===== config.mk =====
export PLATFORM = sky130hd
export DESIGN_NAME = ram512_loader_flat
export DESIGN_NICKNAME = d
export VERILOG_FILES = /design/src/rtl/ram512_loader_pkg.sv /design/src/rtl/ram512_loader_if.sv /design/src/rtl/ram512_loader_sum.sv /design/src/rtl/ram512_loader.sv /design/src/flat_wrapper.sv
export SDC_FILE = /design/constraint.sdc
export NUM_CORES = 1
export LEC_CHECK = 0
export BUFFER_PORTS_ARGS = -buffer_cell sky130_fd_sc_hd__buf_2
export CAP_MARGIN = 5
export CORE_MARGIN = 2
export CORE_UTILIZATION = 53
export CTS_CLUSTER_DIAMETER = 150
export DETAILED_ROUTE_END_ITERATION = 8
export PLACE_DENSITY = 0.81
export SLEW_MARGIN = 5
export SYNTH_ARGS = -nofsm -noshare
export SYNTH_HDL_FRONTEND = slang
export SYNTH_HIERARCHICAL = 1
export SYNTH_SLANG_ARGS = --single-unit

===== constraint.sdc =====
create_clock -name clk -period 2.8 [get_ports clk]
set_input_delay 0.42 -clock clk [delete_from_list [all_inputs] [get_ports clk]]
set_output_delay 0.42 -clock clk [all_outputs]
set_load 0.02 [all_outputs]

===== src/rtl/ram512_loader_pkg.sv =====
// Shared types and constants for the ram512 bulk loader.
package ram512_loader_pkg;

  localparam int DEF_WIDTH = 16;
  localparam int DEF_AW    = 9;
  localparam int DEF_CW    = 10;
  localparam int DEPTH     = 512;

  typedef enum logic [1:0] {
    ST_IDLE   = 2'd0,
    ST_LOAD   = 2'd1,
    ST_VERIFY = 2'd2,
    ST_FINISH = 2'd3
  } state_t;

endpackage


===== src/rtl/ram512_loader_if.sv =====
// Stream handshake plus ram512 port bundle; master is the loader side.
interface ram512_loader_if
  import ram512_loader_pkg::*;
#(
  parameter int WIDTH = DEF_WIDTH,
  parameter int AW    = DEF_AW
);

  logic [WIDTH-1:0] s_data;
  logic             s_valid;
  logic             s_ready;
  logic [WIDTH-1:0] ram_in;
  logic [AW-1:0]    ram_address;
  logic             ram_load;
  logic [WIDTH-1:0] ram_out;

  modport master (
    input  s_data, s_valid, ram_out,
    output s_ready, ram_in, ram_address, ram_load
  );

  modport slave (
    output s_data, s_valid, ram_out,
    input  s_ready, ram_in, ram_address, ram_load
  );

endinterface


===== src/rtl/ram512_loader_sum.sv =====
// Clearable wrap-around accumulator used for the load and verify checksums.
module ram512_loader_sum
  import ram512_loader_pkg::*;
#(
  parameter int WIDTH = DEF_WIDTH
) (
  input  logic             clk,
  input  logic             reset_n,
  input  logic             clr,
  input  logic             en,
  input  logic [WIDTH-1:0] d,
  output logic [WIDTH-1:0] sum
);

  logic [WIDTH-1:0] sum_r;

  // Accumulator register; clear takes priority over add
  always_ff @(posedge clk or negedge reset_n) begin
    if (!reset_n) begin
      sum_r <= '0;
    end else if (clr) begin
      sum_r <= '0;
    end else if (en) begin
      sum_r <= sum_r + d;
    end else begin
      sum_r <= sum_r;
    end
  end

  assign sum = sum_r;

endmodule


===== src/rtl/ram512_loader.sv =====
// Bulk stream-to-RAM loader for ram512. The read-back checksum verify pass
// is built only when RAM512_LOADER_VERIFY_EN is defined.
module ram512_loader
  import ram512_loader_pkg::*;
#(
  parameter int WIDTH = DEF_WIDTH,
  parameter int AW    = DEF_AW,
  parameter int CW    = DEF_CW
) (
  input  logic             clk,
  input  logic             reset_n,
  input  logic             start,
  input  logic [AW-1:0]    base_addr,
  input  logic [CW-1:0]    count,
  ram512_loader_if.master  bus,
  output logic             busy,
  output logic             done,
  output logic             error,
  output logic [WIDTH-1:0] checksum
);

  localparam logic [CW-1:0] MAX_COUNT = CW'(DEPTH);

  state_t           state_r, state_s;
  logic [AW-1:0]    base_r;
  logic [CW-1:0]    idx_r;
  logic [CW-1:0]    cnt_r;
  logic             s_ready_r, busy_r, done_r, error_r;
  logic             hs_s, last_s, start_ok_s, csum_clr_s;
  logic [WIDTH-1:0] csum_s;

  assign hs_s       = bus.s_valid & s_ready_r;
  assign last_s     = (idx_r + CW'(1)) == cnt_r;
  assign start_ok_s = start && (count != '0) && (count <= MAX_COUNT);
  assign csum_clr_s = (state_r == ST_IDLE) && start_ok_s;

  ram512_loader_sum #(.WIDTH(WIDTH)) u_csum (
    .clk     (clk),
    .reset_n (reset_n),
    .clr     (csum_clr_s),
    .en      (hs_s),
    .d       (bus.s_data),
    .sum     (csum_s)
  );

`ifdef RAM512_LOADER_VERIFY_EN
  logic [WIDTH-1:0] vsum_s, vsum_next_s;

  ram512_loader_sum #(.WIDTH(WIDTH)) u_vsum (
    .clk     (clk),
    .reset_n (reset_n),
    .clr     (csum_clr_s),
    .en      (state_r == ST_VERIFY),
    .d       (bus.ram_out),
    .sum     (vsum_s)
  );

  // Final verify word is folded in combinationally so the compare lands on the last read
  assign vsum_next_s = vsum_s + bus.ram_out;
`endif

  // FSM state register
  always_ff @(posedge clk or negedge reset_n) begin
    if (!reset_n) begin
      state_r <= ST_IDLE;
    end else begin
      state_r <= state_s;
    end
  end

  // FSM next-state logic
  always_comb begin
    state_s = state_r;
    case (state_r)
      ST_IDLE: begin
        if (start && !start_ok_s) begin
          state_s = ST_FINISH;
        end else if (start) begin
          state_s = ST_LOAD;
        end else begin
          state_s = ST_IDLE;
        end
      end
      ST_LOAD: begin
        if (hs_s && last_s) begin
`ifdef RAM512_LOADER_VERIFY_EN
          state_s = ST_VERIFY;
`else
          state_s = ST_FINISH;
`endif
        end else begin
          state_s = ST_LOAD;
        end
      end
`ifdef RAM512_LOADER_VERIFY_EN
      ST_VERIFY: begin
        if (last_s) begin
          state_s = ST_FINISH;
        end else begin
          state_s = ST_VERIFY;
        end
      end
`endif
      ST_FINISH: state_s = ST_IDLE;
      default:   state_s = ST_IDLE;
    endcase
  end

  // Operation registers: latched request, word index, status flags
  always_ff @(posedge clk or negedge reset_n) begin
    if (!reset_n) begin
      base_r    <= '0;
      idx_r     <= '0;
      cnt_r     <= '0;
      error_r   <= 1'b0;
      s_ready_r <= 1'b0;
      busy_r    <= 1'b0;
      done_r    <= 1'b0;
    end else begin
      s_ready_r <= (state_s == ST_LOAD);
      busy_r    <= (state_s == ST_LOAD) || (state_s == ST_VERIFY);
      done_r    <= (state_s == ST_FINISH);
      case (state_r)
        ST_IDLE: begin
          if (start) begin
            error_r <= (count > MAX_COUNT);
            if (start_ok_s) begin
              base_r <= base_addr;
              cnt_r  <= count;
              idx_r  <= '0;
            end
          end
        end
        ST_LOAD: begin
          // Index restarts at zero so the verify pass walks the same region
          if (hs_s) begin
            idx_r <= last_s ? '0 : idx_r + CW'(1);
          end
        end
`ifdef RAM512_LOADER_VERIFY_EN
        ST_VERIFY: begin
          idx_r <= idx_r + CW'(1);
          if (last_s) begin
            error_r <= (vsum_next_s != csum_s);
          end
        end
`endif
        default: begin
          idx_r <= idx_r;
        end
      endcase
    end
  end

  assign bus.s_ready     = s_ready_r;
  assign bus.ram_load    = hs_s;
  assign bus.ram_in      = s_ready_r ? bus.s_data : '0;
  assign bus.ram_address = base_r + idx_r[AW-1:0];
  assign busy            = busy_r;
  assign done            = done_r;
  assign error           = error_r;
  assign checksum        = csum_s;

endmodule

===== src/flat_wrapper.sv =====
// flat-port wrapper written by rule: the top's interface ports become plain ports
module ram512_loader_flat import ram512_loader_pkg::*;
#(
  parameter int WIDTH = DEF_WIDTH,
  parameter int AW    = DEF_AW,
  parameter int CW    = DEF_CW
)
  (clk, reset_n, start, base_addr, count, busy, done, error, checksum, bus_s_data, bus_s_valid, bus_ram_out, bus_s_ready, bus_ram_in, bus_ram_address, bus_ram_load);
  ram512_loader_if #(.WIDTH(WIDTH), .AW(AW)) bus_i ();
  input  logic clk;
  input  logic reset_n;
  input  logic start;
  input  logic [AW-1:0] base_addr;
  input  logic [CW-1:0] count;
  output logic busy;
  output logic done;
  output logic error;
  output logic [WIDTH-1:0] checksum;
  input wire logic [$bits(bus_i.s_data)-1:0] bus_s_data;
  input wire logic [$bits(bus_i.s_valid)-1:0] bus_s_valid;
  input wire logic [$bits(bus_i.ram_out)-1:0] bus_ram_out;
  output wire logic [$bits(bus_i.s_ready)-1:0] bus_s_ready;
  output wire logic [$bits(bus_i.ram_in)-1:0] bus_ram_in;
  output wire logic [$bits(bus_i.ram_address)-1:0] bus_ram_address;
  output wire logic [$bits(bus_i.ram_load)-1:0] bus_ram_load;
  assign bus_i.s_data = bus_s_data;
  assign bus_i.s_valid = bus_s_valid;
  assign bus_i.ram_out = bus_ram_out;
  assign bus_s_ready = bus_i.s_ready;
  assign bus_ram_in = bus_i.ram_in;
  assign bus_ram_address = bus_i.ram_address;
  assign bus_ram_load = bus_i.ram_load;
  ram512_loader #(.WIDTH(WIDTH), .AW(AW), .CW(CW)) u_core (.clk(clk), .reset_n(reset_n), .start(start), .base_addr(base_addr), .count(count), .bus(bus_i), .busy(busy), .done(done), .error(error), .checksum(checksum));
endmodule

# Word-level counts from Yosys, hierarchy flattened

Cells that the tools add are included.

$lt $le $gt $ge: 2
Reduce and logical (&&, ||, !) cells: 14
Muxes and demuxes: 12
Bitwise operators: 1
Add/subtract/negate cells: 3
Equality and inequality tests: 8

Operators by type and width:

| kind                                                                     | number |
|---|---|
| 16-bit two-way mux                                                       | 3 |
| 10-bit two-way mux                                                       | 4 |
| 10-bit case mux with 2 select lines                                      | 1 |
| 16-bit adder                                                             | 1 |
| 10-bit by 1-bit adder with 10-bit output (second input constant)         | 1 |
| 10-bit equality test                                                     | 1 |
| 10-bit greater-than comparator (second input constant)                   | 1 |
| 10-bit <= comparator (second input constant)                             | 1 |
| 10-bit nonzero test                                                      | 1 |
| 9-bit adder                                                              | 1 |
| 1-bit logical AND                                                        | 5 |
| 2-bit by 1-bit equality test with 1-bit output (second input constant)   | 2 |
| 2-bit equality test (second input constant)                              | 2 |
| 2-bit two-way mux                                                        | 2 |
| 2-bit by 1-bit inequality test with 1-bit output (second input constant) | 2 |
| 2-bit case mux with 2 select lines                                       | 1 |
| 4-bit AND reduction                                                      | 1 |
| 2-bit nonzero test                                                       | 2 |
| 3-bit AND reduction                                                      | 1 |
| 2-bit logical NOT                                                        | 1 |
| 2-bit inequality test (second input constant)                            | 1 |
| 2-bit AND reduction                                                      | 1 |
| 1-bit AND                                                                | 1 |
| 1-bit logical NOT                                                        | 1 |
| 2 further kinds                                                          | 2 |

Output and inout port bits: 46
Logic and storage cells: 49
Bits in registers: 51
Input bits: 55

# Logic depth before layout (Yosys ltp)

Depth in word-level cells: 9
Mapped depth: 10
Mapped depth without buffers: 10

# Modules after synthesis

Netlist, hierarchy kept.

By module, submodules not included:

| module            | area an instance (um^2) | cells an instance | seq. area each (um^2) | times used |
|---|---|---|---|---|
| ram512_loader     | 2,209.6                 | 223               | 875.8                 | 1 |
| ram512_loader_sum | 1,463.9                 | 154               | 400.4                 | 1 |

# Worst setup path before layout

No wires, ideal clock.

Kind: register -> output
Start: register u_core.idx_r[0]
End: output bus_ram_address[8]
Arrival time: 2.063 ns
Buffers on the path: 0
Data required time: 2.380 ns
Slack: 0.317 ns
Cell stages (with the launch flop): 11
Path through: dfrtp_1 > ha_1 > inv_1 > fa_1 > inv_1 > a21o_1 > a21oi_1 > o21bai_1 > a21oi_1 > o21ai_0 > xnor2_1

Word-level cells in the longest chain between the ends: 1

RTL lines:

| item                   | line                 | RTL |
|---|---|---|
| from (decl)            | ram512_loader.sv:26  | `logic [CW-1:0] idx_r;` |
| from (signal assigned) | ram512_loader.sv:137 | `idx_r <= last_s ? '0 : idx_r + CW'(1);` |
| from (signal assigned) | ram512_loader.sv:149 | `idx_r <= idx_r;` |
| 9-bit adder            | ram512_loader.sv:158 | `assign bus.ram_address = base_r + idx_r[AW-1:0];` |
| to (decl)              | flat_wrapper.sv:24   | `output wire logic [$bits(bus_i.ram_address)-1:0] bus_ram_address;` |

No other way between the ends.

# Worst setup path after layout

Start: register u_core.base_r[0]
End: output bus_ram_address[8]

Word-level cells in the longest chain between the ends: 1

RTL lines:

| item                   | line                 | RTL |
|---|---|---|
| from (decl)            | ram512_loader.sv:25  | `logic [AW-1:0] base_r;` |
| from (signal assigned) | ram512_loader.sv:128 | `base_r <= base_addr;` |
| 9-bit adder            | ram512_loader.sv:158 |  |

No other way between the ends.

==> results.md <==
- Status: complete, no violations
- DP HPWL: 5.93 mm
- Sequential area share after synthesis: 0.347
- Final Max Slew Viols: 0
- Grt total ovfl: 0
- CTS root buffer: clkbuf_8
- Share of cells above drive strength 1: 0.305
- Final Cell Area: 4290 sq um
- Synth Area in Compound Gates: 0.189
- Crit path launch type: flip-flop
- Area grow syn2layout: 16.9%
- Yosys reg bits: 51
- # DRC: 0
- Vias post-DR: 3094
- Synth Instances: 377
- Mapped Area: 3670 sq um
- Largest family of logic cells by synthesized area: compound AO/OA/AOI/OAI gates
- Overall Global Routing Usage: 0.209
- Initial DRC Count: 92
- Post-route clock period utilization: 0.955
- Asr flop ratio synth: 1.00
- Synth cell types: 62
- Most frequent cells in the layout: buf_2 (83), dfrtp_1 (50), nand2_1 (26), nor2_1 (26), ha_1 (25)
- Clk_skew: 0.00885 ns
- Initial antenna violation count: 0
- Clk slew on worst S/H paths: 0.09 ns
- Final Critical Period: 2.67 ns
- Final ANT Viol Nets: 0
- Largest net degree at the start of global routing: 42
- Critical path peak fanout: 2
- DIE WIDTH: 87.3 um
- Post-synth EDFFs: 0
- Avg Vias per Cell: 5.71
- Post-synthesis simple-gate area fraction: 0.163
- R2R Path End: u_core/busy$_DFF_PN0_
- Worst hold path class: input port to flip-flop
- Row count: 30
- Primary FF master, synth: dfrtp_1
- Yosys warning count: 6
- Hold Path Depth: 3
- I/O Buffers: 84
- Post-Route WL: 7.69 mm
- Crit end category: output port
- Global-route wire length before repair: 13.0 mm
- Reg2Reg Depth: 9
- Die footprint: 7610 sq um
- Fin nets: 545
- Worst vdd ir: 0.431 mV
- Skew-Pair Late Insertion Delay: 0.31 ns
- 1st-pass router iterations: 4
- H-tree levels: 2
- Required time worst endpoint: 2.38 ns
- Post-Synth Adder-Cell Area: 0.0995
- PD cells: 1090 nW/um^2
- Syn Area/Cell: 9.74 sq um
- FMAX: 374 MHz
- Max Cap Viol: 0
- Die height: 87.3 um
- Dpl cell area: 4130 sq um
- Leakage power: 2.10 nW
- Most common cell after layout, fill and taps aside: buf_2
- Post-Route Utilization: 0.636
- Hold Vio Cnt, Final: 0
- Post-DR wirelength/cell: 14.2 um
- Syn Nets: 460
- CTS Sinks: 51
- Vias in the first global route: 2991
- Final RePlAce weighted congestion: 0.863
- Multiplexer area fraction after synthesis: 0.0800
- CTS tree: built
- Ports: 101
- Crit path kind: flip-flop to output port
- Max-slew headroom: 0.662
- N_diodes: 0
- WHS Endpoint: u_core/cnt_r[8]$_DFFE_PN0P_
- Slew @ Worst Pin: 0.506 ns
- R2R setup slack: 0.34 ns
- Number of buffers created by CTS: 5
- Final Setup Violations: 0
- Initial Util: 0.544
- Bufs on Longest Clock Path: 2
- Worst EP arrival: 2.25 ns
- Hold_sp: count[8]
- RR Startpoint: u_core/idx_r[1]$_DFFE_PN0P_
- Synth Area in XOR/XNOR: 0.0739
- Core ar.: 6760 sq um
[synth_stat cells, types with 8 or more instances]
library cell | number | share of area
a21o_1 | 16 | 0.033
a21oi_1 | 19 | 0.026
and2_1 | 18 | 0.031
dfrtp_1 | 51 | 0.35
ha_1 | 26 | 0.089
inv_1 | 16 | 0.016
mux2_2 | 17 | 0.052
mux2i_1 | 8 | 0.022
nand2_1 | 26 | 0.027
nor2_1 | 27 | 0.028
nor3_1 | 10 | 0.014
o21ai_0 | 17 | 0.023
xnor2_1 | 20 | 0.048
xor2_1 | 11 | 0.026
[timing repair]
item	CTS	global route
pin swaps	1	2
hold endpoints to repair	10	0
setup buffers	1	2
hold buffers	1	0
gates resized for setup	1	6
setup endpoints to repair	1	7
[power breakdown]
group | internal, mW | switching, mW | leakage, nW | total [mW]
Combinational | 1.26 | 1.64 | 1.42 | 2.90
Clock | 0.261 | 0.245 | 0.0502 | 0.507
Sequential | 1.03 | 0.263 | 0.630 | 1.29
Total | 2.54 | 2.15 | 2.10 | 4.69
[layout make-up]
cell class | count | area (sq um)
well taps | 80 | 100
repair buffers | 93 | 505
fillers | 568 | 2460
clock buffers | 5 | 68.8
inverters | 16 | 60.1
clock inverters | 2 | 37.5
flip-flops and latches | 51 | 1280
multi-input cells | 295 | 2240
[how the worst max path moves through the flow]
stage                                            start                          end  slack (ns)  depth (start not counted)
after global routing       u_core/idx_r[0]$_DFFE_PN0P_           bus_ram_address[8]      -0.004                         11
after global placement     u_core/idx_r[1]$_DFFE_PN0P_  u_core/idx_r[6]$_DFFE_PN0P_        0.28                          8
final                     u_core/base_r[0]$_DFFE_PN0P_           bus_ram_address[8]        0.13                         11
after CTS                 u_core/base_r[0]$_DFFE_PN0P_           bus_ram_address[8]       0.002                         11
after floorplan            u_core/idx_r[0]$_DFFE_PN0P_           bus_ram_address[8]        0.32                         10
after detailed placement   u_core/idx_r[1]$_DFFE_PN0P_  u_core/idx_r[6]$_DFFE_PN0P_        0.18                          8
[metal layers]
layer,GRT usage,vias up,wire (um)
li1,-,1511,-
met1,0.255,1497,3320
met2,0.384,81,3970
met3,0.0332,5,343
met4,0.0476,0,55
met5,0,-,0
[sequential cells by signal, summed over array words and instances, names as in the netlist, 2 cells and up]
signal	count
u_core/base_r	9
u_core/u_csum/sum	16
u_core/cnt_r	10
u_core/idx_r	10
u_core/state_r	2
[per-stage QoR]
stage / worst slack, ns / instances / hold WS, ns / power, mW / TNS [ns]
2_1_floorplan: 0.317 / 377 / 0.124 / 3.46 / 0
3_3_place_gp: 0.276 / 531 / 0.302 / 4.02 / 0
3_5_place_dp: 0.178 / 531 / 0.302 / 4.12 / 0
4_1_cts: 0.00190 / 540 / 0.330 / 4.65 / 0
5_1_grt: -0.00441 / 542 / 0.340 / 5.06 / -0.00441
6_report: 0.127 / 542 / 0.330 / 4.69 / 0
[cell families after synthesis]
| logic type | count (synthesis) |
|---|---|
| adder cells (fa/ha/maj) | 28 |
| flip-flops | 51 |
| XOR/XNOR | 31 |
| AND/OR/NAND/NOR | 116 |
| AO/OA/AOI/OAI | 93 |
| multiplexers | 27 |
| buffers and inverters | 31 |
[worst max-delay path: stages (launching register included)]
cell	delay [ns]
dfrtp_1	0.37
ha_2	0.19
inv_1	0.05
fa_2	0.35
inv_1	0.07
a21o_1	0.12
a21oi_2	0.07
o21bai_1	0.17
a21oi_2	0.09
o21ai_1	0.16
xnor2_1	0.14
buf_4	0.16
Power figures use the tool's default switching activity.
